[src/rtl/div_seq.sv]
// Multi-cycle restoring divider for DIV/DIVU: one quotient bit per clock,
// result {remainder, quotient} delivered to HI/LO with a registered ready flag.
module div_seq #(
   parameter int DATA_W = 32,
   parameter int CNT_W  = 6
) (
   input  logic                clk,
   input  logic                rst,
   input  logic                signed_div_i,
   input  logic [DATA_W-1:0]   opdata1_i,
   input  logic [DATA_W-1:0]   opdata2_i,
   input  logic                start_i,
   input  logic                annul_i,
   output logic [2*DATA_W-1:0] result_o,
   output logic                ready_o,
   output logic                stallreq_o
);

   // Handshake: ex holds start_i high until it sees ready_o=1, then drops
   // start_i; the result is valid for every cycle ready_o is high.

   typedef enum logic [1:0] {
      S_IDLE   = 2'd0,
      S_BYZERO = 2'd1,
      S_ON     = 2'd2,
      S_END    = 2'd3
   } state_t;

   localparam logic [DATA_W-1:0] ONE      = DATA_W'(1);
   localparam logic [CNT_W-1:0]  CNT_LAST = CNT_W'(DATA_W);

   state_t              state_q;
   state_t              state_d;
   logic [CNT_W-1:0]    cnt_q;
   logic [DATA_W-1:0]   rem_q;
   logic [DATA_W-1:0]   quo_q;
   logic [DATA_W-1:0]   dvs_q;
   logic                neg1_q;
   logic                neg2_q;
   logic                signed_q;

   logic [DATA_W-1:0]   abs1;
   logic [DATA_W-1:0]   abs2;
   logic [DATA_W:0]     shifted;
   logic [DATA_W+1:0]   trial;
   logic [DATA_W-1:0]   quo_fix;
   logic [DATA_W-1:0]   rem_fix;

   assign stallreq_o = start_i & ~ready_o;

   assign abs1 = (signed_div_i && opdata1_i[DATA_W-1]) ? (~opdata1_i + ONE) : opdata1_i;
   assign abs2 = (signed_div_i && opdata2_i[DATA_W-1]) ? (~opdata2_i + ONE) : opdata2_i;

   // The partial remainder is always below the divisor, so the shifted value
   // fits DATA_W+1 bits and the extra top bit of trial is the borrow.
   assign shifted = {rem_q, quo_q[DATA_W-1]};
   assign trial   = {1'b0, shifted} - {2'b00, dvs_q};

   assign quo_fix = (signed_q && (neg1_q ^ neg2_q)) ? (~quo_q + ONE) : quo_q;
   assign rem_fix = (signed_q && neg1_q) ? (~rem_q + ONE) : rem_q;

   always_ff @(posedge clk or posedge rst) begin
      if (rst) begin
         state_q <= S_IDLE;
      end else begin
         state_q <= state_d;
      end
   end

   always_comb begin
      state_d = state_q;
      case (state_q)
         S_IDLE: begin
            if (start_i && !annul_i) begin
               state_d = (opdata2_i == '0) ? S_BYZERO : S_ON;
            end
         end
         S_BYZERO: begin
            // Divide-by-zero spends two edges here so ready_o rises two
            // edges after the accept edge.
            if (annul_i) begin
               state_d = S_IDLE;
            end else if (cnt_q != '0) begin
               state_d = S_END;
            end
         end
         S_ON: begin
            if (annul_i) begin
               state_d = S_IDLE;
            end else if (cnt_q == CNT_LAST) begin
               state_d = S_END;
            end
         end
         S_END: begin
            if (!start_i) begin
               state_d = S_IDLE;
            end
         end
         default: state_d = S_IDLE;
      endcase
   end

   always_ff @(posedge clk or posedge rst) begin
      if (rst) begin
         cnt_q    <= '0;
         rem_q    <= '0;
         quo_q    <= '0;
         dvs_q    <= '0;
         neg1_q   <= 1'b0;
         neg2_q   <= 1'b0;
         signed_q <= 1'b0;
         result_o <= '0;
         ready_o  <= 1'b0;
      end else begin
         case (state_q)
            S_IDLE: begin
               result_o <= '0;
               ready_o  <= 1'b0;
               cnt_q    <= '0;
               if (state_d == S_ON) begin
                  rem_q    <= '0;
                  quo_q    <= abs1;
                  dvs_q    <= abs2;
                  neg1_q   <= opdata1_i[DATA_W-1];
                  neg2_q   <= opdata2_i[DATA_W-1];
                  signed_q <= signed_div_i;
               end
            end
            S_BYZERO: begin
               cnt_q <= cnt_q + 1'b1;
               if (state_d == S_END) begin
                  result_o <= '0;
                  ready_o  <= 1'b1;
               end
            end
            S_ON: begin
               if (!annul_i) begin
                  if (cnt_q == CNT_LAST) begin
                     result_o <= {rem_fix, quo_fix};
                     ready_o  <= 1'b1;
                  end else begin
                     if (!trial[DATA_W+1]) begin
                        rem_q <= trial[DATA_W-1:0];
                        quo_q <= {quo_q[DATA_W-2:0], 1'b1};
                     end else begin
                        rem_q <= shifted[DATA_W-1:0];
                        quo_q <= {quo_q[DATA_W-2:0], 1'b0};
                     end
                     cnt_q <= cnt_q + 1'b1;
                  end
               end
            end
            S_END: begin
               if (!start_i) begin
                  result_o <= '0;
                  ready_o  <= 1'b0;
               end
            end
            default: begin
               result_o <= '0;
               ready_o  <= 1'b0;
            end
         endcase
      end
   end

endmodule

[config.mk]
export PLATFORM = sky130hd
export DESIGN_NAME = div_seq
export DESIGN_NICKNAME = d
export VERILOG_FILES = /design/src/rtl/div_seq.sv
export SDC_FILE = /design/constraint.sdc
export NUM_CORES = 1
export LEC_CHECK = 0
export ABC_AREA = 0
export BUFFER_PORTS_ARGS = -buffer_cell sky130_fd_sc_hd__buf_4
export CORE_MARGIN = 2
export CORE_UTILIZATION = 45
export CTS_CLUSTER_SIZE = 14
export DETAILED_ROUTE_END_ITERATION = 10
export GPL_TIMING_DRIVEN = 1
export PLACE_DENSITY = 0.63
export SYNTH_ARGS = -nofsm -noshare
export SYNTH_HDL_FRONTEND = slang
export SYNTH_SLANG_ARGS = --single-unit
export TNS_END_PERCENT = 100
[constraint.sdc]
create_clock -name clk -period 7.7 [get_ports clk]
set_input_delay 1.54 -clock clk [delete_from_list [all_inputs] [get_ports clk]]
set_output_delay 1.54 -clock clk [all_outputs]
set_load 0.01 [all_outputs]
=== Word-level counts from Yosys, hierarchy flattened ===
Index checks and enable logic that the tools add are counted.

* Register bits: 172
* Input port bits: 69
* Memory bits (read-only): 0
* Latch bits: 0
* Memory bits (writable): 0
* Output and inout port bits: 66
* Logic and storage cells: 85
* Memories: 0

* Reductions and logical operators: 15
* Equality and inequality tests: 12
* $lt $le $gt $ge: 0
* Bitwise logic cells: 7
* Shift operators: 0
* Add/sub/neg operators: 6
* Div/mod/pow operators: 0
* Muxes and demuxes: 35
* $mul: 0

{| class="wikitable"
|+ Operator list
! kind !! count
|-
| $mux 32 || 11
|-
| $mux 64 || 4
|-
| $pmux 64 s4 || 1
|-
| $add 32x1->32 const B || 4
|-
| $not 32->32 || 4
|-
| $pmux 32 s2 || 2
|-
| $sub 33x32->34 || 1
|-
| $logic_not 32->1 || 1
|-
| $pmux 6 s3 || 1
|-
| $mux 2 || 7
|-
| $mux 6 || 2
|-
| $ne 2x2->1 const B || 6
|-
| $eq 2x2->1 const B || 4
|-
| $pmux 2 s4 || 1
|-
| $reduce_and 4->1 || 2
|-
| $add 6x1->6 const B || 1
|-
| $eq 6x6->1 const B || 1
|-
| $reduce_bool 6->1 || 1
|-
| $logic_and 1x1->1 || 5
|-
| $mux 1 || 5
|-
| $pmux 1 s4 || 1
|-
| $reduce_and 3->1 || 1
|-
| $reduce_bool 3->1 || 1
|-
| $eq 2x1->1 const B || 1
|-
| 7 further kinds || 7
|}

=== Logic depth before layout (Yosys ltp) ===
Gate-level depths: netlist of the first run.

* Depth in word-level cells: 7
* Mapped depth: 13
* Mapped depth without buffers: 11

=== Worst setup path after synthesis of the first run ===
OpenSTA, ideal clock, no wires.

* Path kind: in2reg
* From: in opdata2_i[25]
* To: reg rem_q[22]
* Setup time: 0.126 ns
* Stages: 9
* Data required time: 7.574 ns
* Arrival: 3.752 ns
* Path buffers: 1
* Slack: 3.822 ns
* Cells stage by stage: or3_4 or4_4 nor4_4 a31oi_2 o21a_2 and2_4 buf_6 and4_4 a221o_1

* Cells in the longest elaborated chain, start to end: 7

{| class="wikitable"
|+ RTL lines
! element !! line !! text
|-
| from (decl) || 11 || <nowiki>input logic [DATA_W-1:0] opdata2_i,</nowiki>
|-
| $logic_not 32->1 || 75 || <nowiki>state_d = (opdata2_i == '0) ? S_BYZERO : S_ON;</nowiki>
|-
| $mux 2 || 75 ||
|-
| $mux 2 || 74 || <nowiki>if (start_i && !annul_i) begin</nowiki>
|-
| $pmux 2 s4 || 72 || <nowiki>case (state_q)</nowiki>
|-
| $eq 2x2->1 || 120 || <nowiki>if (state_d == S_ON) begin</nowiki>
|-
| $ne 2x2->1 (no source line) || n/a ||
|-
| $reduce_and 4->1 (no source line) || n/a ||
|-
| to (signal assigned) || 143 || <nowiki>rem_q <= trial[DATA_W-1:0];</nowiki>
|-
| to (signal assigned) || 146 || <nowiki>rem_q <= shifted[DATA_W-1:0];</nowiki>
|-
| to (decl) || 35 || <nowiki>logic [DATA_W-1:0] rem_q;</nowiki>
|}

Every way passes these cells.
A chain may end at the register's enable or synchronous reset.

=== Worst setup path after layout of the first run ===
* From: in opdata2_i[5]
* To: reg result_o[33]

* Cells in the longest elaborated chain, start to end: 7

{| class="wikitable"
|+ RTL lines
! element !! line !! text
|-
| $logic_not 32->1 || 75 ||
|-
| $mux 2 || 75 ||
|-
| $mux 2 || 74 ||
|-
| $pmux 2 s4 || 72 ||
|-
| $eq 2x2->1 || 131 || <nowiki>if (state_d == S_END) begin</nowiki>
|-
| $ne 2x2->1 (no source line) || n/a ||
|-
| $reduce_and 4->1 (no source line) || n/a ||
|-
| to (signal assigned) || 139 || <nowiki>result_o <= {rem_fix, quo_fix};</nowiki>
|-
| to (decl) || 14 || <nowiki>output logic [2*DATA_W-1:0] result_o,</nowiki>
|}

Every way passes these cells.

==> results of run 1 <==
power breakdown:
part	switching [mW]	total, mW	internal [mW]
sequential	0.221	1.38	1.15
clock	0.393	0.893	0.500
combinational	1.42	2.34	0.922
final cells by class:
class	instances	area, sq um	share of cell area
multi-input cells	1096	7150	0.511
flip-flops and latches	172	4300	0.307
repair buffers	141	1070	0.0764
inverters	122	463	0.0330
clock buffers	20	457	0.0326
well taps	341	427	0.0305
clock inverters	12	136	0.00973
worst max-delay path, cell delays in order:
cell and delay, ns:
buf_4 0.12, nor4_1 0.42, or3b_1 0.52, nor3_2 0.31, nand3_1 0.16, o211ai_1 0.14, nand4b_1 0.19, a21oi_4 0.83
buf_12 0.40, mux2_2 0.37
state kept, by name, summed over array words and instances (netlist names):
name      flops
signed_q      1
neg1_q        1
cnt_q         6
neg2_q        1
ready_o       1
result_o     64
rem_q        32
state_q       2
quo_q        32
dvs_q        32
per-stage QoR:
step	setup slack (ns)	total power, mW	cells
after global placement	2.55	3.67	1872
after detailed placement	2.55	3.72	1872
after global routing	2.78	4.98	1904
final	3.00	4.61	1904
after floorplan	1.50	3.13	1465
after CTS	3.00	4.62	1904
per-layer routing:
layer,up-vias,global-route usage,wire length [um]
met5,-,0,0
met4,0,0.0577,438
met3,24,0.0213,1630
met2,293,0.334,13600
met1,4990,0.349,15800
li1,5294,-,-
how the worst max path moves through the flow:
stage	startpoint	to	slack [ns]	depth (start not counted)
after detailed placement	opdata2_i[5]	result_o[33]	2.55	10
final	opdata2_i[5]	result_o[33]	3.00	10
after floorplan	rst	cnt_q[0]	1.50	1
after global routing	opdata2_i[5]	result_o[33]	2.78	10
after CTS	opdata2_i[5]	result_o[33]	3.00	10
after global placement	opdata2_i[5]	result_o[33]	2.55	10
logic make-up after synthesis:
| kind of cell | count (synthesis) | share of synthesized area |
|---|---|---|
| xor+xnor | 137 | 0.0984 |
| buf+inv | 197 | 0.0638 |
| fa+ha+maj | 44 | 0.0458 |
| flops | 172 | 0.353 |
| mux | 80 | 0.0664 |
| compound gates | 362 | 0.187 |
| simple gates | 473 | 0.186 |
cells in the final DEF (no fill, tap or decap), drive strengths merged, types with 18 or more instances in the layout:
master,instances
buf,141
dfrtp,172
nor3,32
ha,43
nand3,18
mux2i,73
xor2,58
and2,18
nor2,87
xnor2,79
o31ai,28
nand4,21
nand2,197
a21oi,106
o311ai,21
o21ai,109
inv,125
clkbuf,20
==> impl_metrics.csv, run 1 <==
group,metric,value,unit
critical_path,reg2reg_slack,3.79,ns
sta,hold_violations,0,
drt,ant_nets,0,
critical_path,path_class,"in2reg",
global_routing,grt_pass1_wl,52.4,mm
drt,routed_wl,31.5,mm
logic_synthesis,yosysWarnings,0,
cells_and_area,fin_area,14000,sq um
logic_synthesis,syn_nets,1578,
sta,fin_worst_skew,0.0141,ns
min_path,hold_path.class,"reg2reg",
logic_synthesis,synth_edf_count,0,
critical_path,worstSetupEndpointType,"flop",
floorplanning,rows,60,
logic_synthesis,ys_seq_area_frac,0.353,
sta,worst_pin_slew,1.09,ns
floorplanning,die_y,169,um
logic_synthesis,async_flop_share,1.00,
place,io_buffer_count,134,
floorplanning,die-area,28400,sq um
cts,cts_hold_buffers,0,
drt,vias,10600,
critical_path,cp_max_fo,46,
cells_and_area,post-route-util,0.523,
critical_path,critPathRequiredTime,8.02,ns
cts,cts_tree,"built",
drt,viasPerCell,5.57,
run_status,outcome,"finished clean",
cts,cts_resized,0,
min_path,holdPathStages,2,
job,maxCapViolations,0,
cts,cts_buffer_depth,2,
sta,rsz0062_at_grt,"false",
global_routing,grt_pass1_vias,10100,
critical_path,crit_arrival,5.02,ns
cts,cts_setup_buffers,0,
cts,cts-buffers-inserted,17,
floorplanning,core_area,26800,sq um
sta,drv_slew,0,
logic_synthesis,postSynthCellCount,1465,
drt,drt-initial-drc-count,765,
logic_synthesis,synthMostInstantiatedCell,"nand2_1",
floorplanning,start_util,0.455,
critical_path,r2r_end,"result_o[33]",
drt,routedWlPerCell,16.5,um
cells_and_area,drive_above_1_share,0.130,
critical_path,start_kind,"primary input",
cells_and_area,area_delta_synth_final,14.9,%
cells_and_area,num-fill-cells,2551,
logic_synthesis,synth-seq-cells,172,
drt,first_pass_iters,5,
logic_synthesis,synth.distinct_cells,78,
min_path,worstHoldStart,"result_o[34]",
logic_synthesis,synth.cell_area,12200,sq um
place,gp_congestion,0.871,
sta,period_share,0.611,
cts,clkLatencyLatePin,0.43,ns
sta,tns,0,ns
floorplanning,ioPinCount,135,
power_and_ir_drop,power_density,329,nW/um^2
power_and_ir_drop,peakVddDrop,220,uV
logic_synthesis,synth_area_leaders,"dfrtp_1, nand2_1, mux2i_1",
critical_path,reg2reg_from,"state_q[0]",
logic_synthesis,synth_top_area_cell,"dfrtp_1",
global_routing,antenna_found_initial,0,
cts,cts_root_buf,"clkbuf_16",
floorplanning,dieWidth,169,um
power_and_ir_drop,power_leakage,6.44,nW
global_routing,grt_usage,0.224,
critical_path,r2r_cells,9,
logic_synthesis,netlist_top_cells_count,"nand2_1, dfrtp_1, inv_1, o21ai_0, a21oi_1",
place,place_area,13400,sq um
logic_synthesis,avgSynthCellArea,8.32,sq um
cells_and_area,nNetsFinal,1663,
place,hpwl,22.8,mm
sta,setup_viol_count_final,0,
cells_and_area,antennaDiodeCount,0,
logic_synthesis,yosysTopAreaCellShare,0.353,
drt,drc,0,
min_path,whs_endpoint,"result_o[34]",
cts,clk_pin_slew,0.07,ns
sta,max_freq,0.213,GHz
sta,slew_headroom,0.275,
global_routing,grt_start_max_net_pins,102,
sta,whs,0.518,ns
sta,post-route-min-period,4.70,ns
global_routing,gr-total-overflow,0,
cts,clock_sinks,172,
cts,cts_max_level,4,
logic_synthesis,synth_ff_type,"dfrtp_1",
Note: power is estimated with default switching activity, not from simulation.
==> inputs of run 2 (changes only) <==
Settings changed: ABC_AREA 0 to 1, PLACE_DENSITY 0.63 to 0.62.
Clock period 7.7 ns to 4.6 ns, I/O delays scaled along.
==> run 2 against run 1 <==
Against the previous run:
- worst hold slack got worse by 0.15 ns
- sequential share of layout area decreased by 3.3 points
- global-route usage increased by 6.7 points
- critical path type unchanged
- critical endpoint is now result_o[26]
==> impl_metrics.csv, run 2 <==
group,metric,value,unit
run_status,outcome,"finished clean",
logic_synthesis,synth-seq-cells,172,
drt,vias,14500,
critical_path,crit_family,"simple AND/OR/NAND/NOR gates",
drt,viasPerCell,5.31,
logic_synthesis,synth.distinct_cells,41,
cells_and_area,area_delta_synth_final,13.7,%
cts,cts_resized,0,
cts,cts-buffers-inserted,17,
power_and_ir_drop,power_leakage,8.60,nW
cells_and_area,drive_above_1_share,0.0891,
sta,tns,0,ns
global_routing,antenna_found_initial,0,
logic_synthesis,synth_top_area_cell,"dfrtp_1",
drt,drc,0,
sta,slew_headroom,0.359,
power_and_ir_drop,p_sw,4.50,mW
floorplanning,core_area,30400,sq um
logic_synthesis,async_flop_share,1.00,
sta,whs,0.372,ns
critical_path,cp.depth,13,
floorplanning,rows,64,
sta,rsz0062_at_grt,"false",
critical_path,r2r_cells,14,
job,maxCapViolations,0,
floorplanning,dieWidth,179,um
sta,drv_slew,0,
drt,routedWlPerCell,16.8,um
power_and_ir_drop,switching_share,0.519,
drt,routed_wl,46.0,mm
cells_and_area,antennaDiodeCount,0,
logic_synthesis,synth_ff_type,"dfrtp_1",
place,io_buffer_count,134,
cells_and_area,layout_commonest_cell,"nand2_1",
place,gp_congestion,0.908,
floorplanning,start_util,0.454,
cts,clk_pin_slew,0.09,ns
power_and_ir_drop,p_clk_frac,0.173,
logic_synthesis,yosysWarnings,0,
place,hpwl,35.3,mm
critical_path,cp-startpoint,"start_i",
cts,cts_root_buf,"clkbuf_16",
critical_path,r2r_end,"result_o[26]",
min_path,hold_path.class,"in2async",
cells_and_area,final_cell_mix,"nand2_1, nor2_1, nand3_1",
critical_path,crit_chain,"buf_4, inv_1, nor2_1, nand3_1, nor2_1, nand4_1, nand2_1, nand2_1, o21ai_4, nand2_2, buf_4, nand2_1, nand2_1",
cts,cts_hold_buffers,0,
sta,fin_worst_skew,0.0263,ns
power_and_ir_drop,seq_power_share,0.264,
logic_synthesis,netlist_top_cells_count,"nand2_1, nor2_1, nand3_1, inv_1, dfrtp_1",
cts,cts_buffer_depth,2,
power_and_ir_drop,p_int,4.16,mW
logic_synthesis,ys_seq_area_frac,0.312,
power_and_ir_drop,power.total,8.66,mW
cts,clkLatencyLatePin,0.46,ns
global_routing,grt_usage,0.292,
sta,max_freq,0.340,GHz
critical_path,worstSetupEndpointType,"flop",
floorplanning,die_y,179,um
cts,cts_tree,"built",
critical_path,start_kind,"primary input",
sta,period_share,0.639,
cts,clock_sinks,172,
critical_path,critPathRequiredTime,4.92,ns
logic_synthesis,avgSynthCellArea,6.19,sq um
global_routing,grt_pass1_wl,72.9,mm
cts,cts_setup_buffers,0,
global_routing,grt_pass1_vias,13300,
power_and_ir_drop,peakVddDrop,554,uV
sta,post-route-min-period,2.94,ns
critical_path,critical-path-max-stage-delay,0.51,ns
critical_path,crit_arrival,3.27,ns
drt,drt-initial-drc-count,1233,
cells_and_area,fin_area,15700,sq um
drt,ant_nets,0,
logic_synthesis,synth_area_leaders,"dfrtp_1, nand2_1, nand3_1",
place,place_area,15100,sq um
logic_synthesis,synth.cell_area,13800,sq um
cells_and_area,top_register,"result_o",
logic_synthesis,synth_edf_count,0,
critical_path,crit_buf_inv,3,
sta,worst_pin_slew,0.962,ns
logic_synthesis,syn_nets,2344,
cts,cts_max_level,4,
sta,setup_viol_count_final,0,
critical_path,crit_path_top_delay_cell,"nand2_2",
critical_path,cp_max_fo,35,
critical_path,reg2reg_from,"cnt_q[0]",
logic_synthesis,synthMostInstantiatedCell,"nand2_1",
floorplanning,ioPinCount,135,
power_and_ir_drop,power_density,551,nW/um^2
global_routing,gr-total-overflow,0,
logic_synthesis,yosysTopAreaCellShare,0.312,
floorplanning,die-area,32100,sq um
cells_and_area,nNetsFinal,2434,
power_and_ir_drop,p_comb_frac,0.563,
global_routing,grt_start_max_net_pins,94,
cells_and_area,largest_reg_flops,64,
logic_synthesis,postSynthCellCount,2231,
critical_path,reg2reg_slack,1.66,ns
critical_path,cp_common_cell,"nand2_1",
critical_path,path_class,"in2reg",
critical_path,worstSetupEndpoint,"result_o[26]",
sta,hold_violations,0,
drt,first_pass_iters,6,
[run 2: worst register-to-register path, stage by stage, from the launching register on]
cell and delay [ns]:
dfrtp_1 0.40, inv_1 0.09, ha_1 0.19, nand4_1 0.37, nand2_1 0.16, nand2_1 0.07
nand2_1 0.06, nand2_1 0.04, nand2_1 0.07, nand2_1 0.10, o21ai_4 0.17, nand2_2 0.51
buf_4 0.45, nand2_1 0.08, nand2_1 0.05
[run 2: metrics by stage]
stage          utilization  instances  setup WS (ns)
4_1_cts              0.516       2730           1.68
3_5_place_dp         0.497       2698           1.22
2_1_floorplan            -       2231           1.48
6_report             0.516       2730           1.66
3_3_place_gp         0.497       2698           1.30
5_1_grt              0.516       2730           1.39
[run 2: cell type report]
| type | count | area (sq um) |
|---|---|---|
| timing repair buffer | 152 | 1170 |
| sequential | 172 | 4300 |
| clock buffer | 19 | 443 |
| tap | 396 | 495 |
| fill | 3244 | 14700 |
| inverter | 256 | 965 |
| multi-input combinational | 1722 | 8180 |
| clock inverter | 13 | 148 |
[run 2: how the worst min path moves through the flow]
stage / slack [ns] / endpoint / start
floorplan: 0.45 / dvs_q[10] / dvs_q[10]
global placement: 0.46 / result_o[5] / result_o[5]
detailed placement: 0.46 / result_o[60] / result_o[60]
CTS: 0.37 / quo_q[29] / rst
global route: 0.39 / quo_q[29] / rst
finish: 0.37 / quo_q[29] / rst
[run 2: per-layer routing]
| layer | share of wire | track usage | vias to the layer above |
|---|---|---|---|
| li1 | - | - | 7308 |
| met1 | 0.50 | 0.442 | 6701 |
| met2 | 0.42 | 0.430 | 456 |
| met3 | 0.072 | 0.0547 | 36 |
| met4 | 0.015 | 0.0598 | 0 |
| met5 | 0 | 0 | - |
[run 2: cell families (layout without fill, tap and decap cells)]
family,count (synthesis),in the layout,share of synthesized area
DFF,172,172,0.312
AOI/OAI and AO/OA,234,234,0.0898
adders and majority gates,44,44,0.0404
xor gates and xnor gates,70,70,0.0444
and+or+nand+nor,1374,1374,0.416
buffers and inverters,337,440,0.0980
[run 2: power by group through the flow]
| stage | Clock (mW) | Combinational (mW) | Sequential, mW |
|---|---|---|---|
| floorplan | 0 | 3.44 | 2.26 |
| global placement | 0 | 4.79 | 2.30 |
| detailed placement | 0 | 4.84 | 2.31 |
| CTS | 1.52 | 4.85 | 2.28 |
| global route | 1.57 | 5.51 | 2.34 |
| finish | 1.50 | 4.88 | 2.29 |
